--- config.mk ---
export PLATFORM = sky130hd
export DESIGN_NAME = fdcp_init_seq
export DESIGN_NICKNAME = d
export VERILOG_FILES = /design/src/rtl/fdcp_init_pkg.sv /design/src/rtl/fdcp_rst_sync.sv /design/src/rtl/fdcp_init_seq.sv
export SDC_FILE = /design/constraint.sdc
export NUM_CORES = 1
export LEC_CHECK = 0
export BUFFER_PORTS_ARGS = -buffer_cell sky130_fd_sc_hd__buf_2
export CORE_MARGIN = 1
export CORE_UTILIZATION = 44
export CTS_CLUSTER_DIAMETER = 40
export DETAILED_ROUTE_END_ITERATION = 8
export PLACE_DENSITY = 0.85
export SLEW_MARGIN = 0
export SYNTH_ARGS = -nofsm -noshare
export SYNTH_HDL_FRONTEND = slang
export SYNTH_SLANG_ARGS = --single-unit
export TNS_END_PERCENT = 20
--- constraint.sdc ---
create_clock -name C -period 1.55 [get_ports C]
set_clock_uncertainty 0.1 [all_clocks]
set_input_delay 0.465 -clock C [delete_from_list [all_inputs] [get_ports C]]
set_output_delay 0.465 -clock C [all_outputs]
set_load 0.02 [all_outputs]
--- src/rtl/fdcp_init_pkg.sv ---
// Shared encodings and legal parameter limits for the async clear/preset
// init sequencer and its synchronizer.
package fdcp_init_pkg;

    localparam logic [2:0] ST_RESET   = 3'd0;
    localparam logic [2:0] ST_SYNC    = 3'd1;
    localparam logic [2:0] ST_HOLD    = 3'd2;
    localparam logic [2:0] ST_RELEASE = 3'd3;
    localparam logic [2:0] ST_READY   = 3'd4;

    localparam int SYNC_STAGES_MIN = 2;
    localparam int STRETCH_MIN     = 1;
    localparam int REQ_SYNC_STAGES = 2;

    typedef enum logic [2:0] {
        S_RESET   = ST_RESET,
        S_SYNC    = ST_SYNC,
        S_HOLD    = ST_HOLD,
        S_RELEASE = ST_RELEASE,
        S_READY   = ST_READY
    } state_t;

    // States in which the downstream clear/preset lines are driven.
    function automatic logic is_asrt_state(state_t s);
        return (s == S_RESET) || (s == S_SYNC) || (s == S_HOLD);
    endfunction

endpackage

--- src/rtl/fdcp_rst_sync.sv ---
// Async-assert / sync-deassert shift chain. Clears to 0 on CLR_N low and
// shifts d in; q_pre is the stage feeding q, i.e. what q becomes next edge.
module fdcp_rst_sync
    import fdcp_init_pkg::*;
#(
    parameter int SYNC_STAGES = 2
) (
    input  logic C,
    input  logic CLR_N,
    input  logic d,
    output logic q,
    output logic q_pre
);

    if (SYNC_STAGES < SYNC_STAGES_MIN) begin : g_bad_stages
        $error("fdcp_rst_sync: SYNC_STAGES below legal minimum");
    end

    logic [SYNC_STAGES-1:0] chain;

    always_ff @(posedge C or negedge CLR_N) begin
        if (!CLR_N) begin
            chain <= '0;
        end else begin
            chain <= {chain[SYNC_STAGES-2:0], d};
        end
    end

    assign q     = chain[SYNC_STAGES-1];
    assign q_pre = chain[SYNC_STAGES-2];

endmodule

--- src/rtl/fdcp_init_seq.sv ---
// Init sequencer for downstream async clear/preset flops: asserts CLR/PRE per
// INIT on reset or re-init request. Optional macro: FDCP_INIT_SEQ_REQ_SYNC_EN.
module fdcp_init_seq
    import fdcp_init_pkg::*;
#(
    parameter int               WIDTH       = 8,
    parameter logic [WIDTH-1:0] INIT        = {WIDTH{1'b0}},
    parameter int               SYNC_STAGES = 2,
    parameter int               STRETCH     = 4
) (
    input  logic             C,
    input  logic             CLR_N,
    input  logic             REQ,
    output logic             ACK,
    output logic [WIDTH-1:0] CLR,
    output logic [WIDTH-1:0] PRE,
    output logic             RDY
);

    localparam int             CW       = $clog2(STRETCH + 1);
    localparam logic [CW-1:0]  CNT_LOAD = CW'(STRETCH);
    localparam logic [CW-1:0]  CNT_ONE  = CW'(1);

    if (SYNC_STAGES < SYNC_STAGES_MIN) begin : g_bad_sync
        $error("fdcp_init_seq: SYNC_STAGES below legal minimum");
    end
    if (STRETCH < STRETCH_MIN) begin : g_bad_stretch
        $error("fdcp_init_seq: STRETCH below legal minimum");
    end

    state_t        state;
    state_t        state_nxt;
    logic          asrt;
    logic          asrt_nxt;
    logic [CW-1:0] cnt;
    logic [CW-1:0] cnt_nxt;
    logic          ack_nxt;
    logic          rdy_nxt;
    logic          req_eff;
    logic          req_hist;
    logic          req_rise;
    logic          rst_done;
    logic          rst_pre;

    // The FSM leaves SYNC on the same edge the synchronizer output rises,
    // so it watches the stage just before the output.
    fdcp_rst_sync #(
        .SYNC_STAGES (SYNC_STAGES)
    ) u_rst_sync (
        .C     (C),
        .CLR_N (CLR_N),
        .d     (1'b1),
        .q     (rst_done),
        .q_pre (rst_pre)
    );

`ifdef FDCP_INIT_SEQ_REQ_SYNC_EN
    logic req_sync_pre;

    fdcp_rst_sync #(
        .SYNC_STAGES (REQ_SYNC_STAGES)
    ) u_req_sync (
        .C     (C),
        .CLR_N (CLR_N),
        .d     (REQ),
        .q     (req_eff),
        .q_pre (req_sync_pre)
    );
`else
    assign req_eff = REQ;
`endif

    // REQ/ACK: a REQ low->high transition seen while RDY=1 is accepted on that
    // edge; ACK is high for exactly that one cycle, RDY drops with it. REQ
    // edges outside READY are dropped, and a held REQ must be seen low first.
    assign req_rise = req_eff & ~req_hist;

    always_ff @(posedge C or negedge CLR_N) begin
        if (!CLR_N) begin
            state    <= S_RESET;
            asrt     <= 1'b1;
            cnt      <= '0;
            ACK      <= 1'b0;
            RDY      <= 1'b0;
            req_hist <= 1'b1;
        end else begin
            state    <= state_nxt;
            asrt     <= asrt_nxt;
            cnt      <= cnt_nxt;
            ACK      <= ack_nxt;
            RDY      <= rdy_nxt;
            req_hist <= req_eff;
        end
    end

    always_comb begin
        state_nxt = state;
        cnt_nxt   = cnt;
        ack_nxt   = 1'b0;
        rdy_nxt   = 1'b0;
        case (state)
            S_RESET: begin
                state_nxt = S_SYNC;
            end
            S_SYNC: begin
                if (rst_pre) begin
                    state_nxt = S_HOLD;
                    cnt_nxt   = CNT_LOAD;
                end
            end
            S_HOLD: begin
                if (cnt > CNT_ONE) begin
                    cnt_nxt = cnt - CNT_ONE;
                end else if (rst_done) begin
                    state_nxt = S_RELEASE;
                    cnt_nxt   = '0;
                end
            end
            S_RELEASE: begin
                state_nxt = S_READY;
                rdy_nxt   = 1'b1;
            end
            S_READY: begin
                if (req_rise) begin
                    state_nxt = S_HOLD;
                    cnt_nxt   = CNT_LOAD;
                    ack_nxt   = 1'b1;
                end else begin
                    rdy_nxt = 1'b1;
                end
            end
            default: begin
                state_nxt = S_RESET;
                cnt_nxt   = '0;
            end
        endcase
        asrt_nxt = is_asrt_state(state_nxt);
    end

    // Gating a single flop with a constant mask keeps each line glitch-free.
    assign CLR = {WIDTH{asrt}} & ~INIT;
    assign PRE = {WIDTH{asrt}} &  INIT;

endmodule

==> results.env <==
DR.FIRST_ITER.DRC_COUNT=3
CLOCKROOTBUFFER='clkbuf_4'
CLKLATENCYLATEPIN_PS=270
DIE_HEIGHT_MICRONS=41.76
WORSTHOLDPATHTYPE='in -> reg'
GRT_MAX_DEGREE=13
WHS_PATH_DEPTH=1
TRITONCTS='built'
PWR-SHARE-SEQ_PCT=33.8
FINAL.SETUP.TNS_PS=-237.8
DIE_WIDTH_MICRONS=41.76
ANTENNA-DIODE-COUNT=0
TIMING.RR.START='state[1]'
CLOCK_SINKS=12
GPL.FINAL_WEIGHTED_CONGESTION=0.8266
FILLER_CELL_COUNT=120
TIMING_HOLD_VIOLATIONS_FINAL=0
CP_CELL_SEQUENCE='buf_2'
DESIGN.DIE.AREA_SQ_UM=1744
POST_DRT_VIA_CELL_RATIO=5.101
IR_DROP_WORST_VDD_V=0.0007072
NETLIST_TOP_CELLS_AREA='dfrtp_1 36%, buf_4 17%, dfstp_2 7.6%'
ASYNCSETRESETFLOPFRACSYNTH_PCT=100.0
SYNTH.FF_LATCH_COUNT=12
NUMPLACEDINSTANCES=84
LAYOUT-DRIVE-GT1-SHARE_PCT=36.49
START_UTIL_PCT=50.32
SYNTHMOSTINSTANTIATEDCELL='buf_4'
REGAREA_SQ_UM=302.8
FINAL.MIN_CLOCK_PERIOD_PS=1583
OUTCOME='finished, violations left'
CTS_BUFFER_DEPTH=2
POST-ROUTE-PERIOD-UTIL_PCT=102.1
BOUNDARY_PINS=21
PORTION_OF_TOTAL_POWER_ATTRIBUTED_TO_COMBINATIONAL_LOGIC_PCT=49.8
LAYOUT.CELLS.NON_FILLER=89
CTSHTREEMAXLEVEL=1
POWER_DENSITY_nW_PER_UM2=1997
STD_CELL_ROWS=13
SWITCHINGPOWER_mW=0.6101
WORST_PATH_REQUIRED_PS=980
SYNTHESIS.YOSYS.WARNINGS=0
CRIT_FAMILY='flip-flops'
TIMING.REG2REG.SETUP_SLACK_PS=10
DESIGN_AREA_SQ_UM=740.7
CP_SLOWEST_STAGE_DELAY_PS=570
VIOLATED_CHECKS='negative setup slack'
SETUP.WORST_PATH.START_CLASS='flip-flop'
TIMING.CRITICAL_PATH.TO_TYPE='primary output'
DPL_CELL_AREA_SQ_UM=686.9
SYNTH_CELL_TYPES=29
FINALNETCOUNT=80
REG2REG_TO='cnt[2]'
P_LEAK_nW=0.3396
ANTENNA_LEFT=0
PATH_BUF_INV=1
ANTENNA_FOUND_INITIAL=0
SWITCHING_POWER_AS_A_SHARE_OF_TOTAL_POWER_PCT=41.24
TIMING.SETUP.CRITICAL_PATH_CLASS='reg -> out'
MAX_CAP_VIOLATIONS=0
FIRST_GLOBAL_VIAS=433
TIMING.CRITICAL_PATH.FANOUT_MAX=8
YS_SEQ_AREA_SHARE_PCT=43.53
SYN-CELL-AREA_SQ_UM=695.7
ROUTED-VIA-COUNT=454
DETAIL_ROUTE.FIRST_PASS.ITERATIONS=3
POST-DP-HPWL_MICRONS=796.5
GRT_PASS1_WL_MICRONS=1842
WORST_SETUP_HOLD_PATH_CLK_SLEW_PS=70
NUMBER_OF_SYNTHESIZED_FLOPS_WITH_AN_ENABLE_PIN=0
FINAL-MAX-SLEW-VIOLATION-COUNT=0
AREAGROWTHSYNTHTOFINISH_PCT=6.475
GLOBALROUTE.TOTALOVERFLOW=0
MAXCLOCKFREQUENCY_GHz=0.6316
SYNTH_TOP_CELLS_BY_COUNT='16 x buf_4, 10 x dfrtp_1, 3 x inv_1, 3 x o21ai_0'
GRT_USAGE_PCT=14.42
TOTALPOWERFINAL_mW=1.479
RSZ_0062_RAISED_AFTER_GLOBAL_ROUTING='yes'
CRIT_PATH_MAX_DELAY_CELL_TYPE='dfstp_2'
NUMCTSBUFFERS=3
POWER.CLOCK.FRACTION_PCT=16.4
SYNTH_TOP_FLOP_CELL='dfrtp_1'
SETUP_SLACK_PS=-33.28
ROUTE.DETAILED.DRC=0
SYNTH_TOP_AREA_SHARE_PCT=35.97
SYNTH_TOP_CELL_BY_AREA='dfrtp_1'
SETUP_VIOL_COUNT_FINAL=8
R2R.WORST_PATH.CELLS=4
POWER_REPORT.INTERNAL_TOTAL_mW=0.8693
FP.COREAREA_SQ_UM=1383
PORTBUFFERS=12
TIMING.CRITICAL_PATH.ARRIVAL_PS=1020
MULTIINPUTGATEAREA_SQ_UM=276.5
DRT_WL_TOTAL_MICRONS=1039
SYNTH.AVG_CELL_AREA_SQ_UM=10.70
HOLDPATHEND='req_hist'
ROUTED_WIRE_LENGTH_PER_INSTANCE_MICRONS=11.67
WORSTHOLDSTART='REQ'
CELL_COUNT_AFTER_SYNTHESIS=65
stage by stage:
stage | worst slack, ps | utilization [%] | hold WS [ps]
final | -33.28 | 53.57 | 192.9
after global routing | -82.47 | 53.57 | 177.8
after CTS | -45.08 | 53.03 | 186.2
after detailed placement | -4.081 | 49.68 | 257.0
after global placement | 26.67 | 49.68 | 249.5
after floorplan | 44.89 | - | 69.41
power groups by stage:
stage / sequential (mW) / clock (mW) / combinational (mW)
global placement: 0.497 / 0 / 0.701
CTS: 0.500 / 0.254 / 0.723
detailed placement: 0.505 / 0 / 0.714
finish: 0.500 / 0.243 / 0.736
floorplan: 0.509 / 0 / 0.632
global route: 0.515 / 0.273 / 0.800
cells by family after synthesis:
logic type,after synthesis,share of synthesized area [%]
AOI/OAI and AO/OA,15,15.11
xor gates and xnor gates,1,1.259
adders and majority gates,2,3.597
buffers and inverters,21,21.22
DFF,12,43.53
muxes,1,1.439
other,2,1.080
and+or+nand+nor,11,12.77
state kept, by name (all words and copies together), names as in the netlist:
| signal | cells |
|---|---|
| ACK | 1 |
| RDY | 1 |
| asrt | 1 |
| cnt | 3 |
| req_hist | 1 |
| state | 3 |
| u_rst_sync.chain | 2 |
area by class of cell:
| type | count | area share, % |
|---|---|---|
| flip-flops and latches | 12 | 40.88 |
| clock buffers | 4 | 4.899 |
| well taps | 15 | 2.534 |
| inverters | 3 | 1.520 |
| repair buffers | 16 | 12.84 |
| multi-input cells | 39 | 37.33 |
cell usage in the layout, fill, tap and decap left out, drive strengths merged, types with 3 or more instances in the layout:
cell,count
dfrtp,10
inv,3
a21oi,3
clkbuf,4
buf,15
conb,9
o21ai,3
how the worst max path moves through the flow:
stage,from,endpoint,depth (start not counted)
after CTS,asrt,CLR[1],1
after global placement,REQ,cnt[2],5
after detailed placement,REQ,cnt[2],5
after floorplan,state[2],cnt[2],5
after global routing,asrt,CLR[6],1
final,asrt,CLR[4],1
per-layer routing:
metal,share of wire [%],up-vias,track usage (%)
li1,-,219,-
met1,42,211,17.17
met2,50,21,22.50
met3,5.1,3,3.913
met4,2.6,0,9.677
met5,0,-,0
repair_timing:
action	4_1_cts	5_1_grt
gates resized for setup	1	2
pin swaps	0	0
buffers inserted	0	0
hold buffers	1	0
hold endpoints to repair	10	0
endpoints found under the setup margin	9	10
No activity file was read; power rests on OpenSTA's default activity.
